===== src/rtl/imem_pkg.sv =====
// imem_pkg: shared types and constants for the instruction-memory loader
package imem_pkg;
   typedef enum logic [2:0] {S_IDLE, S_WAIT, S_WRITE, S_RUN, S_ERROR} state_e;
   localparam int MEM_BYTES_DEFAULT = 1024;
   localparam int BYTES_PER_WORD = 4;
endpackage


===== src/rtl/imem_byte_ser.sv =====
// imem_byte_ser: splits a 32-bit word into four bytes, MSB first
module imem_byte_ser (
   input  logic        clk,
   input  logic        rst_n,
   input  logic        load_i,
   input  logic        en_i,
   input  logic [31:0] data_i,
   output logic [1:0]  idx_o,
   output logic [7:0]  byte_o,
   output logic        last_o
);
   logic [31:0] data_q;
   logic [1:0]  idx_q;
   always_ff @(posedge clk or negedge rst_n)
      if (!rst_n) begin
         data_q <= '0;
         idx_q  <= '0;
      end else if (load_i) begin
         data_q <= data_i;
         idx_q  <= '0;
      end else if (en_i) begin
         idx_q  <= idx_q + 2'd1;
      end
   // index 0 selects bits 31:24 so the MSB lands at the lowest address
   assign byte_o = 8'(data_q >> {~idx_q, 3'b000});
   assign idx_o  = idx_q;
   assign last_o = &idx_q;
endmodule


===== src/rtl/imem_loader.sv =====
// imem_loader: streams host words into byte-wide instruction memory, then releases the CPU
module imem_loader
   import imem_pkg::*;
#(
   parameter int MEM_BYTES = MEM_BYTES_DEFAULT,
   parameter int ADDR_W    = $clog2(MEM_BYTES)
) (
   input  logic              clk,
   input  logic              rst_n,
   input  logic              start,
   input  logic              wr_valid,
   input  logic [31:0]       wr_data,
   input  logic              wr_last,
   output logic              wr_ready,
   output logic              mem_we,
   output logic [ADDR_W-1:0] mem_waddr,
   output logic [7:0]        mem_wdata,
   output logic              cpu_run,
   output logic              done,
   output logic              err,
   output logic [ADDR_W-2:0] word_count
);
   localparam int WC_W = ADDR_W - 1;
   state_e            state_q, state_d;
   logic [ADDR_W:0]   ptr_q, ptr_d, ptr_nxt;
   logic [WC_W-1:0]   wc_q, wc_d;
   logic              last_q, last_d, done_q, done_d;
   logic              accept, ser_last;
   logic [1:0]        idx;
   logic [7:0]        ser_byte;

   // one spare pointer bit lets a full memory read as MEM_BYTES instead of wrapping
   assign ptr_nxt = ptr_q + (ADDR_W+1)'(BYTES_PER_WORD);
   assign wr_ready = state_q == S_WAIT;
   assign accept = wr_valid && wr_ready;

   imem_byte_ser u_ser (
      .clk    (clk),
      .rst_n  (rst_n),
      .load_i (accept),
      .en_i   (state_q == S_WRITE),
      .data_i (wr_data),
      .idx_o  (idx),
      .byte_o (ser_byte),
      .last_o (ser_last)
   );

   always_ff @(posedge clk or negedge rst_n)
      if (!rst_n) begin
         state_q <= S_IDLE;
         ptr_q   <= '0;
         wc_q    <= '0;
         last_q  <= 1'b0;
         done_q  <= 1'b0;
      end else begin
         state_q <= state_d;
         ptr_q   <= ptr_d;
         wc_q    <= wc_d;
         last_q  <= last_d;
         done_q  <= done_d;
      end

   always_comb begin
      state_d = state_q;
      ptr_d   = ptr_q;
      wc_d    = wc_q;
      last_d  = last_q;
      done_d  = 1'b0;
      case (state_q)
         S_IDLE, S_RUN, S_ERROR:
            if (start) begin
               state_d = S_WAIT;
               ptr_d   = '0;
               wc_d    = '0;
            end
         S_WAIT:
            if (wr_valid) begin
               state_d = S_WRITE;
               last_d  = wr_last;
            end
         S_WRITE:
            if (ser_last) begin
               ptr_d   = ptr_nxt;
               wc_d    = wc_q + WC_W'(1);
               done_d  = last_q;
               state_d = last_q ? S_RUN
                       : (ptr_nxt == (ADDR_W+1)'(MEM_BYTES)) ? S_ERROR : S_WAIT;
            end
         default: state_d = S_IDLE;
      endcase
   end

   assign mem_we     = state_q == S_WRITE;
   assign mem_waddr  = mem_we ? ptr_q[ADDR_W-1:0] + ADDR_W'(idx) : '0;
   assign mem_wdata  = mem_we ? ser_byte : '0;
   assign cpu_run    = state_q == S_RUN;
   assign err        = state_q == S_ERROR;
   assign done       = done_q;
   assign word_count = wc_q;
endmodule

===== config.mk =====
export PLATFORM = sky130hd
export DESIGN_NAME = imem_loader
export DESIGN_NICKNAME = d
export VERILOG_FILES = /design/src/rtl/imem_pkg.sv /design/src/rtl/imem_byte_ser.sv /design/src/rtl/imem_loader.sv
export SDC_FILE = /design/constraint.sdc
export NUM_CORES = 1
export LEC_CHECK = 0
export CAP_MARGIN = 20
export CELL_PAD_IN_SITES_DETAIL_PLACEMENT = 0
export CELL_PAD_IN_SITES_GLOBAL_PLACEMENT = 1
export CORE_MARGIN = 2
export CORE_UTILIZATION = 39
export DETAILED_ROUTE_END_ITERATION = 10
export GPL_TIMING_DRIVEN = 1
export PLACE_DENSITY_LB_ADDON = 0.15
export SYNTH_ARGS = -nofsm -noshare
export SYNTH_HDL_FRONTEND = slang
export SYNTH_SLANG_ARGS = --single-unit

===== constraint.sdc =====
create_clock -name clk -period 2.23 [get_ports clk]
set_clock_uncertainty 0.05 [all_clocks]
set_input_delay 0.446 -clock clk [delete_from_list [all_inputs] [get_ports clk]]
set_output_delay 0.446 -clock clk [all_outputs]
set_load 0.005 [all_outputs]

==> flow_summary.json <==
{
  "powerDensity_mw_per_mm2": 1150,
  "num-nets-final": 380,
  "reg2reg_slack_ns": 0.29,
  "largest_net_degree_at_the_start_of_global_routing": 58,
  "worstPathRequired_ns": 1.73,
  "cp-end-kind": "primary output",
  "area_delta_synth_final_pct": 39.0,
  "synthXorXnorAreaFrac_pct": 0.293,
  "drtAntennaViolNets": 0,
  "antenna_cells": 0,
  "grt_pass1_vias": 2335,
  "p_sw_share_pct": 30.5,
  "total_placed_instance_area_mm2": 0.00389,
  "placement.setup.worst_slack_ns": 0.0867,
  "post_drt_via_cell_ratio": 5.16,
  "synthFlopType": "sky130_fd_sc_hd__dfrtp_1",
  "die-area_mm2": 0.00839,
  "timing_max_transition_violations_final": 0,
  "coreArea_mm2": 0.00733,
  "synth_enable_flop_cells": 0,
  "finalSetupViolCount": 0,
  "io_pins": 69,
  "syn_area_per_cell_um2": 11.7,
  "min_path_type": "in2async",
  "drt_first_pass_iters": 4,
  "p_leak_uw": 0.00181,
  "critPathKind": "reg2out",
  "die_x_um": 91.6,
  "clk_path_buf_depth": 2,
  "cts-root-buf": "sky130_fd_sc_hd__clkbuf_8",
  "grt.overflow.total": 0,
  "synth_fp_nets": 296,
  "maxClockFrequency_mhz": 456,
  "effective_utilization_at_floorplan_pct": 40.8,
  "sequential_power_share_pct": 34.0,
  "postLayoutCoreUtil_pct": 56.8,
  "drc": 0,
  "critical_path.max_fanout": 5,
  "detail_route.wirelength_mm": 6.74,
  "peakVddDrop_v": 0.000826,
  "synth-warning-count": 0,
  "synth_top_family_by_area": "multiplexers",
  "drt-initial-drc-count": 97,
  "clkSlewWorstSetupHoldPaths_ns": 0.07,
  "die_y_um": 91.6,
  "final_layout_size_suffix_gt1_share_pct": 29.7,
  "worst_pin_slew_ns": 0.373,
  "p_total_uw": 4790,
  "cellInternalPower_uw": 3330,
  "min_cycle_time_layout_ns": 2.19,
  "vias": 2282,
  "synth_simple_gate_area_share_pct": 16.5,
  "clock_insertion_delay_worst_skew_ns": 0.32,
  "synth_compound_area_share_pct": 7.73,
  "grt_setup_unrepaired": "yes",
  "grt_first_pass_wirelength_mm": 11.6,
  "routability_driven_placement_congestion_ratio": 0.753,
  "seq_area_frac_synth_pct": 47.7,
  "post_layout_nonfiller_instances": 442,
  "tritoncts.num_buffers": 9,
  "netlist_area_mm2": 0.00299,
  "post-route-worst-setup-slack_ns": 0.0365,
  "routed_wire_length_per_instance_um": 15.2,
  "dpl.hpwl_mm": 4.46,
  "p_switching_uw": 1460,
  "track_usage_pct": 17.4,
  "maxCapViolations": 0,
  "clock_sink_count": 57,
  "synthCells": 255,
  "netlist_cell_types": 46,
  "worst_ep_arrival_time_ns": 1.70,
  "count_of_placed_standard_cells_including_taps": 421,
  "finalHoldViolCount": 0,
  "comb_power_share_pct": 45.9,
  "htree_num_levels": 3,
  "async_reset_ff_share_pct": 100,
  "run_status": "finished clean",
  "grt_antenna_before_repair": 0,
  "tritoncts_clock_tree": "yes",
  "timing.max_slew.rel_slack_pct": 75.2,
  "synth.ff_latch_count": 57,
  "synth_fa_ha_area_share_pct": 1.67,
  "buffers_on_ports": 68,
  "rows": 31,
  "final_min_period_over_clock_period_pct": 98.4,
  "cp-start-kind": "flop",
  "post-route-cell-area_mm2": 0.00416,
  "share_clk_of_total_power_pct": 20.1,
  "yosys-mux-area-fraction_pct": 22.8
}
## layer usage
layer / track usage (%) / share of wire (%) / routed length, µm / vias up
met5: 0 / 0 / 0 / -
met4: 4.55 / 0.67 / 45 / 0
met3: 4.65 / 5.0 / 336 / 5
met2: 27.7 / 48 / 3210 / 51
met1: 23.4 / 47 / 3140 / 1134
li1: - / - / - / 1092
## power groups by stage
stage	Clock (µW)	Combinational [µW]	Sequential (µW)
after floorplan	0	1270	1560
after global placement	0	1970	1640
after detailed placement	0	2010	1650
after CTS	995	2250	1640
after global routing	1040	2400	1680
final	963	2200	1630
## cells by family (layout without fill, tap and decap cells)
family	Yosys count	after routing
multiplexers	54	54
XOR/XNOR	1	1
AO/OA/AOI/OAI	35	35
buffers and inverters	20	108
adder cells (fa/ha/maj)	4	4
AND/OR/NAND/NOR	84	84
flip-flops	57	57
## per-stage QoR
step                hold slack (ns)  setup TNS, ns
finish                       0.0615              0
global route                 0.0902        -0.0495
CTS                          0.0734        -0.0947
detailed placement            0.428              0
global placement              0.430              0
floorplan                     0.100              0
## what timing repair did
action	in CTS	in global routing
pin swaps	9	4
resized for setup	50	9
gates cloned	2	0
buffers inserted	4	1
setup endpoints to repair	19	7
hold buffers	0	0
## flip-flops by register name, indices dropped and copies added, names as in the netlist
signal and count:
last_q 1, u_ser.idx_o 2, u_ser.data_q 32, state_q 3, word_count 9, done 1
ptr_q 9
## critical path, cell delays in order, from the launching register on
cell and delay, ns:
sky130_fd_sc_hd__dfrtp_1 0.38, sky130_fd_sc_hd__buf_6 0.12, sky130_fd_sc_hd__buf_12 0.12, sky130_fd_sc_hd__mux4_2 0.49
sky130_fd_sc_hd__and2_4 0.17, sky130_fd_sc_hd__clkbuf_2 0.10
## layout by cell type (no fill, tap or decap), types with 2 or more instances in the layout
cell,netlist,final
sky130_fd_sc_hd__a22oi_1,2,2
sky130_fd_sc_hd__buf_6,1,4
sky130_fd_sc_hd__mux2_2,33,33
sky130_fd_sc_hd__nand3b_1,3,3
sky130_fd_sc_hd__and2_1,20,13
sky130_fd_sc_hd__nand4_1,6,6
sky130_fd_sc_hd__a211oi_1,2,2
sky130_fd_sc_hd__o21ai_0,4,4
sky130_fd_sc_hd__buf_4,3,15
sky130_fd_sc_hd__dfrtp_1,57,57
sky130_fd_sc_hd__a21oi_1,11,11
sky130_fd_sc_hd__clkbuf_8,0,11
sky130_fd_sc_hd__and2_4,0,7
sky130_fd_sc_hd__a21o_1,2,2
sky130_fd_sc_hd__a31oi_1,2,2
sky130_fd_sc_hd__a21boi_0,2,2
sky130_fd_sc_hd__buf_12,0,5
sky130_fd_sc_hd__mux4_2,8,8
sky130_fd_sc_hd__nand2_1,15,15
sky130_fd_sc_hd__clkinv_2,0,2
sky130_fd_sc_hd__nor2_1,7,6
sky130_fd_sc_hd__ha_1,4,4
sky130_fd_sc_hd__and3_1,2,2
sky130_fd_sc_hd__nand2b_1,11,11
sky130_fd_sc_hd__a32o_1,3,3
sky130_fd_sc_hd__dlygate4sd2_1,0,11
sky130_fd_sc_hd__nand3_1,7,7
sky130_fd_sc_hd__clkdlybuf4s50_1,0,48
sky130_fd_sc_hd__mux2i_1,13,13
sky130_fd_sc_hd__buf_2,5,7
## cell type report
class,count,area (µm²)
repair buffers,92,902
well taps,99,124
inverters,1,3.75
clock buffers,12,155
clock inverters,3,40.0
multi-input cells,178,1510
fillers,638,3170
flip-flops and latches,57,1430
## cell usage after synthesis (all sizes together) (2+ instances only)
master   n  share of area [%]
and2    21                4.4
mux2    33                 12
a32o     3                1.0
clkbuf   9                1.1
buf     10                2.1
ha       4                1.7
nand2   15                1.9
a21oi   11                1.8
and3b    2               0.59
mux4     8                6.0
nand4    6                1.3
a21o     2               0.50
nor3b    2               0.50
a211oi   2               0.50
nor2     7               0.88
nand3    7                1.2
nand2b  11                2.3
a31oi    2               0.42
mux2i   13                4.3
a22oi    2               0.50
a21boi   2               0.50
nand3b   3               0.75
and4     2               0.63
and3     2               0.42
dfrtp   57                 48
o21ai    5               0.84
## path summary, 6_finish.rpt
path                                   from               end  cells past startpoint
max                          u_ser.idx_o[0]      mem_wdata[1]                      5
min                                   rst_n          ptr_q[9]                      2
max reg2reg                        ptr_q[6]        state_q[0]                      4
min reg2reg                u_ser.data_q[13]  u_ser.data_q[13]                      1
max in group asynchronous             rst_n  u_ser.data_q[16]                      2
min in group clk           u_ser.data_q[13]  u_ser.data_q[13]                      1
Power figures use the tool's default switching activity.
